--- src/rtl/dtc_vote_accum.sv ---
// dtc_vote_accum: windowed per-bit majority vote over classifier vectors.
// Define DTC_VOTE_FLUSH_EN to add a flush input that closes a window early.
module dtc_vote_accum #(
  parameter int WINDOW = 8,
  parameter int CNT_W = $clog2(WINDOW + 1)
) (
  input  logic       clk,
  input  logic       rst,
`ifdef DTC_VOTE_FLUSH_EN
  input  logic       flush,
`endif
  input  logic       in_valid,
  output logic       in_ready,
  input  logic [7:0] in_data,
  output logic       out_valid,
  input  logic       out_ready,
  output logic [7:0] out_data,
  output logic [7:0] out_n
);
  typedef enum logic {ACCUM, HOLD} state_t;
  state_t state, state_nxt;
  logic [CNT_W-1:0] cnt [8];
  logic [CNT_W-1:0] cnt_nxt [8];
  logic [CNT_W-1:0] n, n_nxt;
  logic [7:0] maj;
  logic acc, close, flush_close;
  // Counts include this cycle's accepted sample so the final vote sees n_final.
  always_comb begin
    acc = in_valid && in_ready;
    n_nxt = n + CNT_W'(acc);
    maj = '0;
    for (int i = 0; i < 8; i++) begin
      cnt_nxt[i] = cnt[i] + CNT_W'(acc && in_data[i]);
      maj[i] = {cnt_nxt[i], 1'b0} > {1'b0, n_nxt};
    end
  end
`ifdef DTC_VOTE_FLUSH_EN
  assign flush_close = flush && n_nxt != '0;
`else
  assign flush_close = 1'b0;
`endif
  assign close = state == ACCUM && ((acc && n_nxt == CNT_W'(WINDOW)) || flush_close);
  always_ff @(posedge clk)
    state <= rst ? ACCUM : state_nxt;
  always_comb
    state_nxt = state == ACCUM ? (close ? HOLD : ACCUM) : (out_ready ? ACCUM : HOLD);
  always_comb begin
    in_ready = !rst && state == ACCUM;
    out_valid = state == HOLD;
  end
  always_ff @(posedge clk) begin
    if (rst) begin
      cnt <= '{default: '0};
      n <= '0;
      out_data <= '0;
      out_n <= '0;
    end else begin
      if (state == ACCUM) begin
        cnt <= cnt_nxt;
        n <= n_nxt;
      end else if (out_ready) begin
        cnt <= '{default: '0};
        n <= '0;
      end
      if (close) begin
        out_data <= maj;
        out_n <= 8'(n_nxt);
      end
    end
  end
endmodule

--- config.mk ---
export PLATFORM = sky130hd
export DESIGN_NAME = dtc_vote_accum
export DESIGN_NICKNAME = d
export VERILOG_FILES = /design/src/rtl/dtc_vote_accum.sv
export SDC_FILE = /design/constraint.sdc
export NUM_CORES = 1
export LEC_CHECK = 0
export ABC_AREA = 1
export CAP_MARGIN = 10
export CORE_ASPECT_RATIO = 0.5
export CORE_MARGIN = 3
export CORE_UTILIZATION = 55
export CTS_CLUSTER_DIAMETER = 30
export DETAILED_ROUTE_END_ITERATION = 8
export PLACE_DENSITY = 0.82
export SLEW_MARGIN = 10
export SYNTH_ARGS = -nofsm -noshare
export SYNTH_HDL_FRONTEND = slang
export SYNTH_SLANG_ARGS = --single-unit
--- constraint.sdc ---
create_clock -name clk -period 4.45 [get_ports clk]
set_input_delay 0.6675 -clock clk [delete_from_list [all_inputs] [get_ports clk]]
set_output_delay 0.6675 -clock clk [all_outputs]
set_load 0.02 [all_outputs]
==> impl_metrics.csv, run 1 <==
group,metric,value,unit
cells_and_area,nets,478,
clock_tree,cts.sinks,49,
drt,totalWireLength,7.17,mm
floorplan,die_area,6460,um^2
logic_synthesis,yosysWarnings,0,
drt,via_per_inst,5.46,
cells_and_area,fill_cells,421,
clock_tree,cts_buffers,5,
setup_path,critical_path_arrival,3510,ps
setup_path,path_cells,"clkdlybuf4s50_1 > nor2_4 > buf_4 > nand2_1 > inv_1 > ha_1 > ha_1 > inv_1 > nand2_2 > nand2_4 > nand4_4 > nor2_4 > inv_2 > nand2_1 > a21oi_2",
cells_and_area,final_cell_mix,"84 x nand2_1, 68 x inv_1, 49 x dfxtp_1",
sta,skew,8.63,ps
drt,drcViolationCount,0,
pwr,internal_power,0.605,mW
pwr,switching_share,0.284,
global_routing,overflow,0,
pwr,pwr-share-comb,0.154,
drt,dr.pass1.iters,5,
sta,max_slew_margin,0.467,
sta,timing.setup.tns,0,ps
cells_and_area,drive_above_1_share,0.0785,
sta,setup_viol,0,
global_routing,grt_pass1_vias,2633,
clock_tree,cts.root.buffer_cell,"clkbuf_8",
floorplan,rows,18,
floorplan,die_h,58.3,um
logic_synthesis,ys_ff_latch,49,
drt,wire_per_inst,14.2,um
clock_tree,cts_hold_buf,0,
sta,worst_slew_pin_slew,798,ps
cells_and_area,layout_commonest_cell,"nand2_1",
clock_tree,tritoncts,"built",
pwr,ir_drop,0.125,mV
placed_design,hpwl,5.01,mm
logic_synthesis,ys_seq_area_frac,0.326,
global_routing,grt_usage,0.228,
placed_design,port-buffer-count,25,
floorplan,num_io_pins,30,
clock_tree,post_cts_buffers,0,
cells_and_area,insertedDiodeCount,0,
clock_tree,cts_resized,0,
job,max_cap_violations,0,
cells_and_area,area_growth,12.4,%
outcome,status,"finished clean",
setup_path,path_class,"in2reg",
floorplan,initial_core_util,0.589,
setup_path,cpPeakStageDelay,520,ps
logic_synthesis,netlist_area,3010,um^2
clock_tree,clkTransAtPathRegs,90,ps
sta,timing.fmax,0.302,GHz
setup_path,cp_slowest_cell,"clkdlybuf4s50_1",
pwr,p_sw,0.240,mW
drt,drtAntennaViolNets,0,
global_routing,antenna_found_initial,0,
logic_synthesis,yosys.cell_types.count,27,
clock_tree,clk_latency,310,ps
pwr,p_leak,1.60,nW
logic_synthesis,synthCells,408,
floorplan,core,5110,um^2
drt,num_vias,2748,
setup_path,crit_required,4650,ps
global_routing,grt_pass1_wl,11.9,mm
hold_path,worstHoldPathType,"reg2reg",
pwr,power_density,249,nW/um^2
sta,setup_slack,1140,ps
sta,slew_viol_final,0,
placed_design,place_ws,836,ps
clock_tree,htreeDepth,2,
pwr,seq_power_share,0.532,
drt,drtIter0Drc,112,
pwr,pwr-share-clk,0.314,
global_routing,grt_max_degree,29,
floorplan,fp.dieW,111,um
logic_synthesis,syn_area_per_cell,7.38,um^2
setup_path,end_kind,"flip-flop",
setup_path,crit_fanout,13,
setup_path,critPathLaunchType,"input pin",
sta,final-hold-violation-count,0,
sta,period_share,0.744,
clock_tree,max-clock-path-buffers,2,
sta,hold_slack,449,ps
placed_design,gp_congestion,0.853,
sta,rsz0062_at_grt,"no",
sta,period_minus_slack,3310,ps
## path summary, 6_finish.rpt
check / from / to / slack, ps / depth (start not counted)
hold reg to reg: out_n[0] / out_n[0] / 450 / 2
hold / removal: out_n[0] / out_n[0] / 450 / 2
setup reg to reg: out_valid / out_data[1] / 1630 / 14
setup / recovery: rst / out_data[1] / 1140 / 15
## sequential cells by signal (all words and copies together), names as in the netlist
name / flops
out_n: 4
cnt: 32
n: 4
out_data: 8
out_valid: 1
## synthesized netlist by cell type
cell type | n | area [um^2]
nand2_2 | 2 | 12.5
nand2_4 | 1 | 11.3
buf_1 | 4 | 15.0
buf_8 | 1 | 15.0
nand4_4 | 1 | 21.3
nor2_4 | 3 | 33.8
nand2_1 | 84 | 315
inv_2 | 2 | 7.51
o22ai_1 | 9 | 56.3
buf_2 | 4 | 20.0
nor2_1 | 38 | 143
nand3_2 | 7 | 70.1
a21oi_1 | 4 | 20.0
nand4_1 | 8 | 50.1
a21oi_2 | 6 | 52.6
o21ai_0 | 16 | 80.1
nand3_1 | 42 | 210
a32o_1 | 9 | 90.1
buf_4 | 4 | 30.0
clkbuf_1 | 2 | 7.51
xnor2_1 | 6 | 52.6
ha_1 | 34 | 425
xor2_1 | 2 | 17.5
dfxtp_1 | 49 | 981
inv_1 | 68 | 255
xor2_2 | 1 | 16.3
conb_1 | 1 | 3.75
## worst max-delay path: cells and delay by family
kind | cells | cell delay, ps
AOI/OAI and AO/OA | 1 | 50
and+or+nand+nor | 7 | 1230
buffers and inverters | 5 | 1100
adders and majority gates | 2 | 440
## cells by family after synthesis
kind of cell | after synthesis | share of synthesized area
and+or+nand+nor | 186 | 0.288
buffers and inverters | 85 | 0.116
DFF | 49 | 0.326
AOI/OAI and AO/OA | 44 | 0.0993
adders and majority gates | 34 | 0.141
xor gates and xnor gates | 9 | 0.0287
other | 1 | 0.00124
## cell type report
cell class / count / area, um^2 / share of cell area
Sequential cell: 49 / 981 / 0.290
Timing Repair Buffer: 29 / 280 / 0.0827
Tap cell: 70 / 87.6 / 0.0259
Clock buffer: 6 / 72.6 / 0.0214
Clock inverter: 2 / 10.0 / 0.00296
Multi-Input combinational cell: 277 / 1690 / 0.500
Inverter: 70 / 263 / 0.0776
## through the flow
step	util	power, mW	cells	cell area, um^2
finish	0.663	0.845	503	3390
global route	0.663	0.885	503	3390
CTS	0.663	0.845	503	3390
detailed placement	0.646	0.588	495	3300
global placement	0.646	0.582	495	3300
floorplan	-	0.554	411	3020
## metal layers
metal,wire length (um),GRT usage
met5,0,0
met4,70,0.0772
met3,565,0.0472
met2,3340,0.391
met1,3190,0.295
## power by group through the flow
stage / Combinational, mW / Clock (mW) / Sequential, mW
floorplan: 0.0956 / 0 / 0.458
global placement: 0.123 / 0 / 0.459
detailed placement: 0.128 / 0 / 0.459
CTS: 0.129 / 0.267 / 0.449
global route: 0.147 / 0.288 / 0.450
finish: 0.130 / 0.265 / 0.449
Note: power is estimated with default switching activity, not from simulation.
==> run 2, diff against run 1 <==
CORE_UTILIZATION = 52   (was 55)
clock period = 2.9 ns   (was 4.45 ns; I/O delays follow)
==> impl_metrics.csv, run 2 (synthesis gave the netlist of run 1 again) <==
group,metric,value,unit
floorplan,die_h,59.8,um
pwr,pwr-share-clk,0.432,
pwr,pwr-share-comb,0.130,
clock_tree,cts.sinks,49,
cells_and_area,final_cell_mix,"84 x nand2_1, 68 x inv_1, 49 x dfxtp_1",
hold_path,hold_end,"out_n[0]",
global_routing,grt_usage,0.218,
drt,num_vias,2724,
clock_tree,clk_latency,290,ps
global_routing,grt_pass1_wl,11.6,mm
hold_path,hp-start,"out_n[0]",
placed_design,gp_congestion,0.800,
global_routing,overflow,0,
clock_tree,tritoncts,"built",
drt,via_per_inst,5.34,
pwr,power_density,446,nW/um^2
cells_and_area,final_area,3530,um^2
cells_and_area,drive_above_1_share,0.0932,
sta,slew_viol_final,0,
cells_and_area,largest_register_ffs,32,
hold_path,worstHoldPathType,"reg2reg",
sta,rsz0062_at_grt,"no",
sta,final-hold-violation-count,0,
pwr,switching_share,0.240,
setup_path,rrSetupSlack,610,ps
placed_design,port-buffer-count,25,
placed_design,hpwl,4.79,mm
sta,setup_viol,0,
pwr,p_sw,0.378,mW
hold_path,hold_depth,2,
drt,drcViolationCount,0,
placed_design,placed_area,3360,um^2
drt,dr.pass1.iters,4,
floorplan,rows,18,
sta,timing.fmax,0.387,GHz
floorplan,die_area,6800,um^2
setup_path,r2r-start,"out_valid",
global_routing,grt_max_degree,29,
setup_path,crit_fanout,9,
sta,skew,8.46,ps
floorplan,fp.dieW,114,um
clock_tree,post_cts_buffers,0,
pwr,internal_power,1.20,mW
pwr,seq_power_share,0.438,
clock_tree,max-clock-path-buffers,2,
clock_tree,cts_resized,0,
pwr,totalPowerFinal,1.57,mW
setup_path,r2r_end,"out_data[3]",
pwr,p_leak,1.67,nW
clock_tree,htreeDepth,2,
setup_path,r2r_cells,14,
clock_tree,cts_hold_buf,0,
clock_tree,cts.root.buffer_cell,"clkbuf_16",
global_routing,antenna_found_initial,0,
setup_path,end_kind,"flip-flop",
sta,timing.setup.tns,0,ps
cells_and_area,layout_commonest_cell,"nand2_1",
setup_path,crit_required,3080,ps
drt,wire_per_inst,13.7,um
cells_and_area,top_regs,"cnt: 32 flops, out_data: 8 flops",
setup_path,critPathLaunchType,"input pin",
clock_tree,clkTransAtPathRegs,70,ps
global_routing,grt_pass1_vias,2566,
outcome,status,"finished clean",
drt,drtAntennaViolNets,0,
pwr,ir_drop,0.402,mV
sta,hold_slack,442,ps
clock_tree,cts_buffers,5,
setup_path,cpPeakStageDelay,520,ps
floorplan,core,5250,um^2
floorplan,initial_core_util,0.574,
setup_path,cp_slowest_cell,"clkdlybuf4s50_1",
sta,period_minus_slack,2580,ps
cells_and_area,insertedDiodeCount,0,
setup_path,critical_path_arrival,2760,ps
job,max_cap_violations,0,
setup_path,path_cells,"clkdlybuf4s50_1 > nor2_4 > nand2_1 > inv_1 > ha_1 > ha_1 > inv_1 > ha_1 > inv_1 > nor2_1 > nand2_1 > nor2_1 > nand2_1 > nand3_2 > a21oi_2",
sta,period_share,0.891,
setup_path,path_class,"in2reg",
cells_and_area,area_growth,17.2,%
drt,drtIter0Drc,128,
cells_and_area,nets,485,
cells_and_area,regMostFlops,"cnt",
floorplan,num_io_pins,30,
drt,totalWireLength,6.97,mm
[run 2: cell count changes in the layout (fill, tap and decap cells not counted)]
cell and delta:
bufinv_16 +1, clkinv_2 -2, clkbuf_16 +5, clkbuf_8 -4, buf_4 +7
[run 2: worst max-delay path: cells and delay by family]
kind                     cells  cell delay (ps)
buffers and inverters        4              790
adder cells (fa/ha/maj)      3              850
AO/OA/AOI/OAI                1               40
AND/OR/NAND/NOR              7              640
[run 2: power by group through the flow]
stage               Combinational, mW  Clock, mW  Sequential [mW]
global placement                0.194          0            0.704
global route                    0.231      0.712            0.691
finish                          0.204      0.680            0.690
detailed placement              0.199          0            0.705
floorplan                       0.147          0            0.703
CTS                             0.203      0.686            0.690
[run 2: final cells by class]
class / count / area, um^2
Sequential cell: 49 / 981
Fill cell: 434 / 1720
Tap cell: 70 / 87.6
Multi-Input combinational cell: 277 / 1690
Clock inverter: 1 / 30.0
Clock buffer: 7 / 143
Timing Repair Buffer: 36 / 333
Inverter: 70 / 263
[run 2: routing by layer]
layer / vias to the layer above / part of all wire / global-route usage
met2: 85 / 0.48 / 0.404
met3: 12 / 0.070 / 0.0404
met1: 1248 / 0.44 / 0.260
met5: - / 0 / 0
li1: 1379 / - / -
met4: 0 / 0.015 / 0.0702
[run 2: worst max-delay path by stage]
stage | startpoint | end | cells past startpoint
after floorplan | out_valid | out_data[0] | 14
after global placement | rst | out_data[5] | 15
after detailed placement | rst | out_data[3] | 15
after CTS | rst | out_data[3] | 15
after global routing | rst | out_data[3] | 15
final | rst | out_data[3] | 15
[run 2: metrics by stage]
stage,util,worst slack (ps),instances
2_1_floorplan,-,671,411
3_3_place_gp,0.640,202,502
3_5_place_dp,0.640,113,502
4_1_cts,0.673,331,510
5_1_grt,0.673,175,510
6_report,0.673,316,510
==> run 3, diff against run 2 <==
ABC_CLOCK_PERIOD_IN_PS = 2900   (was default)
CORE_UTILIZATION = 35   (was 52)
PLACE_DENSITY = 0.6   (was 0.82)
==> impl_metrics.csv, run 3 (synthesis gave the netlist of run 1 again) <==
group,metric,value,unit
outcome,status,"finished clean",
floorplan,die_area,9820,um^2
drt,wire_per_inst,12.8,um
drt,dr.pass1.iters,4,
cells_and_area,drive_above_1_share,0.0928,
setup_path,worst-path-stages,15,
floorplan,fp.dieW,137,um
global_routing,grt_max_degree,29,
pwr,totalPowerFinal,1.46,mW
clock_tree,htreeDepth,2,
cells_and_area,area_growth,18.6,%
clock_tree,cts.root.buffer_cell,"clkbuf_16",
cells_and_area,nets,487,
setup_path,critPathLaunchType,"input pin",
floorplan,initial_core_util,0.369,
pwr,p_leak,1.66,nW
clock_tree,tritoncts,"built",
sta,skew,4.63,ps
cells_and_area,largest_register_ffs,32,
drt,num_vias,2598,
clock_tree,cts_buffers,5,
cells_and_area,insertedDiodeCount,0,
sta,setup_viol,0,
global_routing,grt_pass1_vias,2458,
global_routing,grt_usage,0.157,
setup_path,r2r-start,"out_valid",
setup_path,cp_slowest_cell,"clkdlybuf4s50_1",
pwr,pwr-share-clk,0.388,
clock_tree,clk_latency,290,ps
hold_path,hp-start,"out_n[0]",
global_routing,antenna_found_initial,0,
clock_tree,cts_resized,0,
sta,period_minus_slack,2450,ps
sta,timing.setup.tns,0,ps
drt,via_per_inst,4.69,
floorplan,core,8170,um^2
pwr,ir_drop,0.218,mV
hold_path,hold_depth,2,
drt,totalWireLength,7.07,mm
sta,period_share,0.846,
sta,slew_viol_final,0,
hold_path,worstHoldPathType,"reg2reg",
pwr,internal_power,1.09,mW
cells_and_area,fill_cells,861,
job,max_cap_violations,0,
drt,drcViolationCount,0,
global_routing,overflow,0,
setup_path,crit_fanout,9,
hold_path,hold_end,"out_n[0]",
placed_design,port-buffer-count,25,
sta,final-hold-violation-count,0,
placed_design,place_ws,150,ps
sta,max_slew_margin,0.621,
setup_path,r2r_end,"out_data[7]",
setup_path,r2r_cells,14,
cells_and_area,layout_commonest_cell,"nand2_1",
setup_path,critical_path_arrival,2630,ps
setup_path,critPathLaunch,"rst",
drt,drtAntennaViolNets,0,
clock_tree,max-clock-path-buffers,2,
floorplan,rows,23,
setup_path,cpPeakStageDelay,520,ps
clock_tree,post_cts_buffers,0,
pwr,p_sw,0.369,mW
setup_path,crit_required,3070,ps
clock_tree,cts_hold_buf,0,
setup_path,path_class,"in2reg",
setup_path,rrSetupSlack,740,ps
pwr,power_density,407,nW/um^2
cells_and_area,regMostFlops,"cnt",
clock_tree,cts.sinks,49,
sta,timing.fmax,0.408,GHz
setup_path,path_cells,"clkdlybuf4s50_1 > nor2_4 > nand2_1 > inv_1 > ha_1 > ha_1 > inv_1 > ha_1 > inv_1 > nor2_1 > nand2_1 > nor2_1 > nand2_1 > nand3_1 > a21oi_1",
drt,drtIter0Drc,106,
pwr,pwr-share-comb,0.138,
pwr,switching_share,0.253,
cells_and_area,final_cell_mix,"84 x nand2_1, 68 x inv_1, 49 x dfxtp_1",
floorplan,num_io_pins,30,
setup_path,cpLargestDelayFamily,"adder cells",
placed_design,hpwl,5.03,mm
placed_design,gp_congestion,0.782,
cells_and_area,top_regs,"cnt: 32 flops, out_data: 8 flops",
sta,worst_slew_pin_slew,567,ps
setup_path,end_kind,"flip-flop",
global_routing,grt_pass1_wl,12.1,mm
sta,rsz0062_at_grt,"no",
setup_path,crit_buf_inv,4,
clock_tree,clkTransAtPathRegs,60,ps
sta,setup_slack,448,ps
pwr,seq_power_share,0.474,
floorplan,die_h,71.6,um
run 3: cell count changes in the layout (fill, tap and decap cells not counted), sizes merged:
cell / before / now
buf: 11 / 13
bufinv: 1 / 0
clkbuf: 7 / 8
run 3: layer usage:
layer | up-vias | global-route usage | share of wire
li1 | 1388 | - | -
met1 | 1163 | 0.221 | 0.52
met2 | 35 | 0.243 | 0.43
met3 | 12 | 0.0302 | 0.036
met4 | 0 | 0.0553 | 0.021
met5 | - | 0 | 0
run 3: worst max path at each step:
stage,endpoint
finish,out_data[7]
global route,out_data[7]
CTS,out_data[3]
detailed placement,out_data[1]
global placement,out_data[3]
floorplan,out_data[0]
run 3: area by class of cell:
type                    instances  area (um^2)  share of cell area
clock buffers                   8          136              0.0382
repair buffers                 38          360               0.101
multi-input cells             277         1690               0.474
well taps                     112          140              0.0392
flip-flops and latches         49          981               0.275
inverters                      70          263              0.0735
run 3: tightest hold or removal path, delay by kind of cell, from the launching register on:
kind             cells  cell delay [ps]
DFF                  1              310
and+or+nand+nor      2              100
run 3: power groups by stage:
stage	clock network, mW	logic, mW	registers, mW
4_1_cts	0.590	0.203	0.689
5_1_grt	0.612	0.237	0.690
2_1_floorplan	0	0.147	0.703
3_5_place_dp	0	0.202	0.705
3_3_place_gp	0	0.200	0.705
6_report	0.564	0.201	0.690
run 3: stage by stage:
stage                util  cell area [um^2]  instances  hold slack, ps
floorplan               -              3020        411             469
global placement    0.421              3440        546             432
detailed placement  0.421              3440        546             435
CTS                 0.437              3570        554             445
global route        0.437              3570        554             476
finish              0.437              3570        554             441
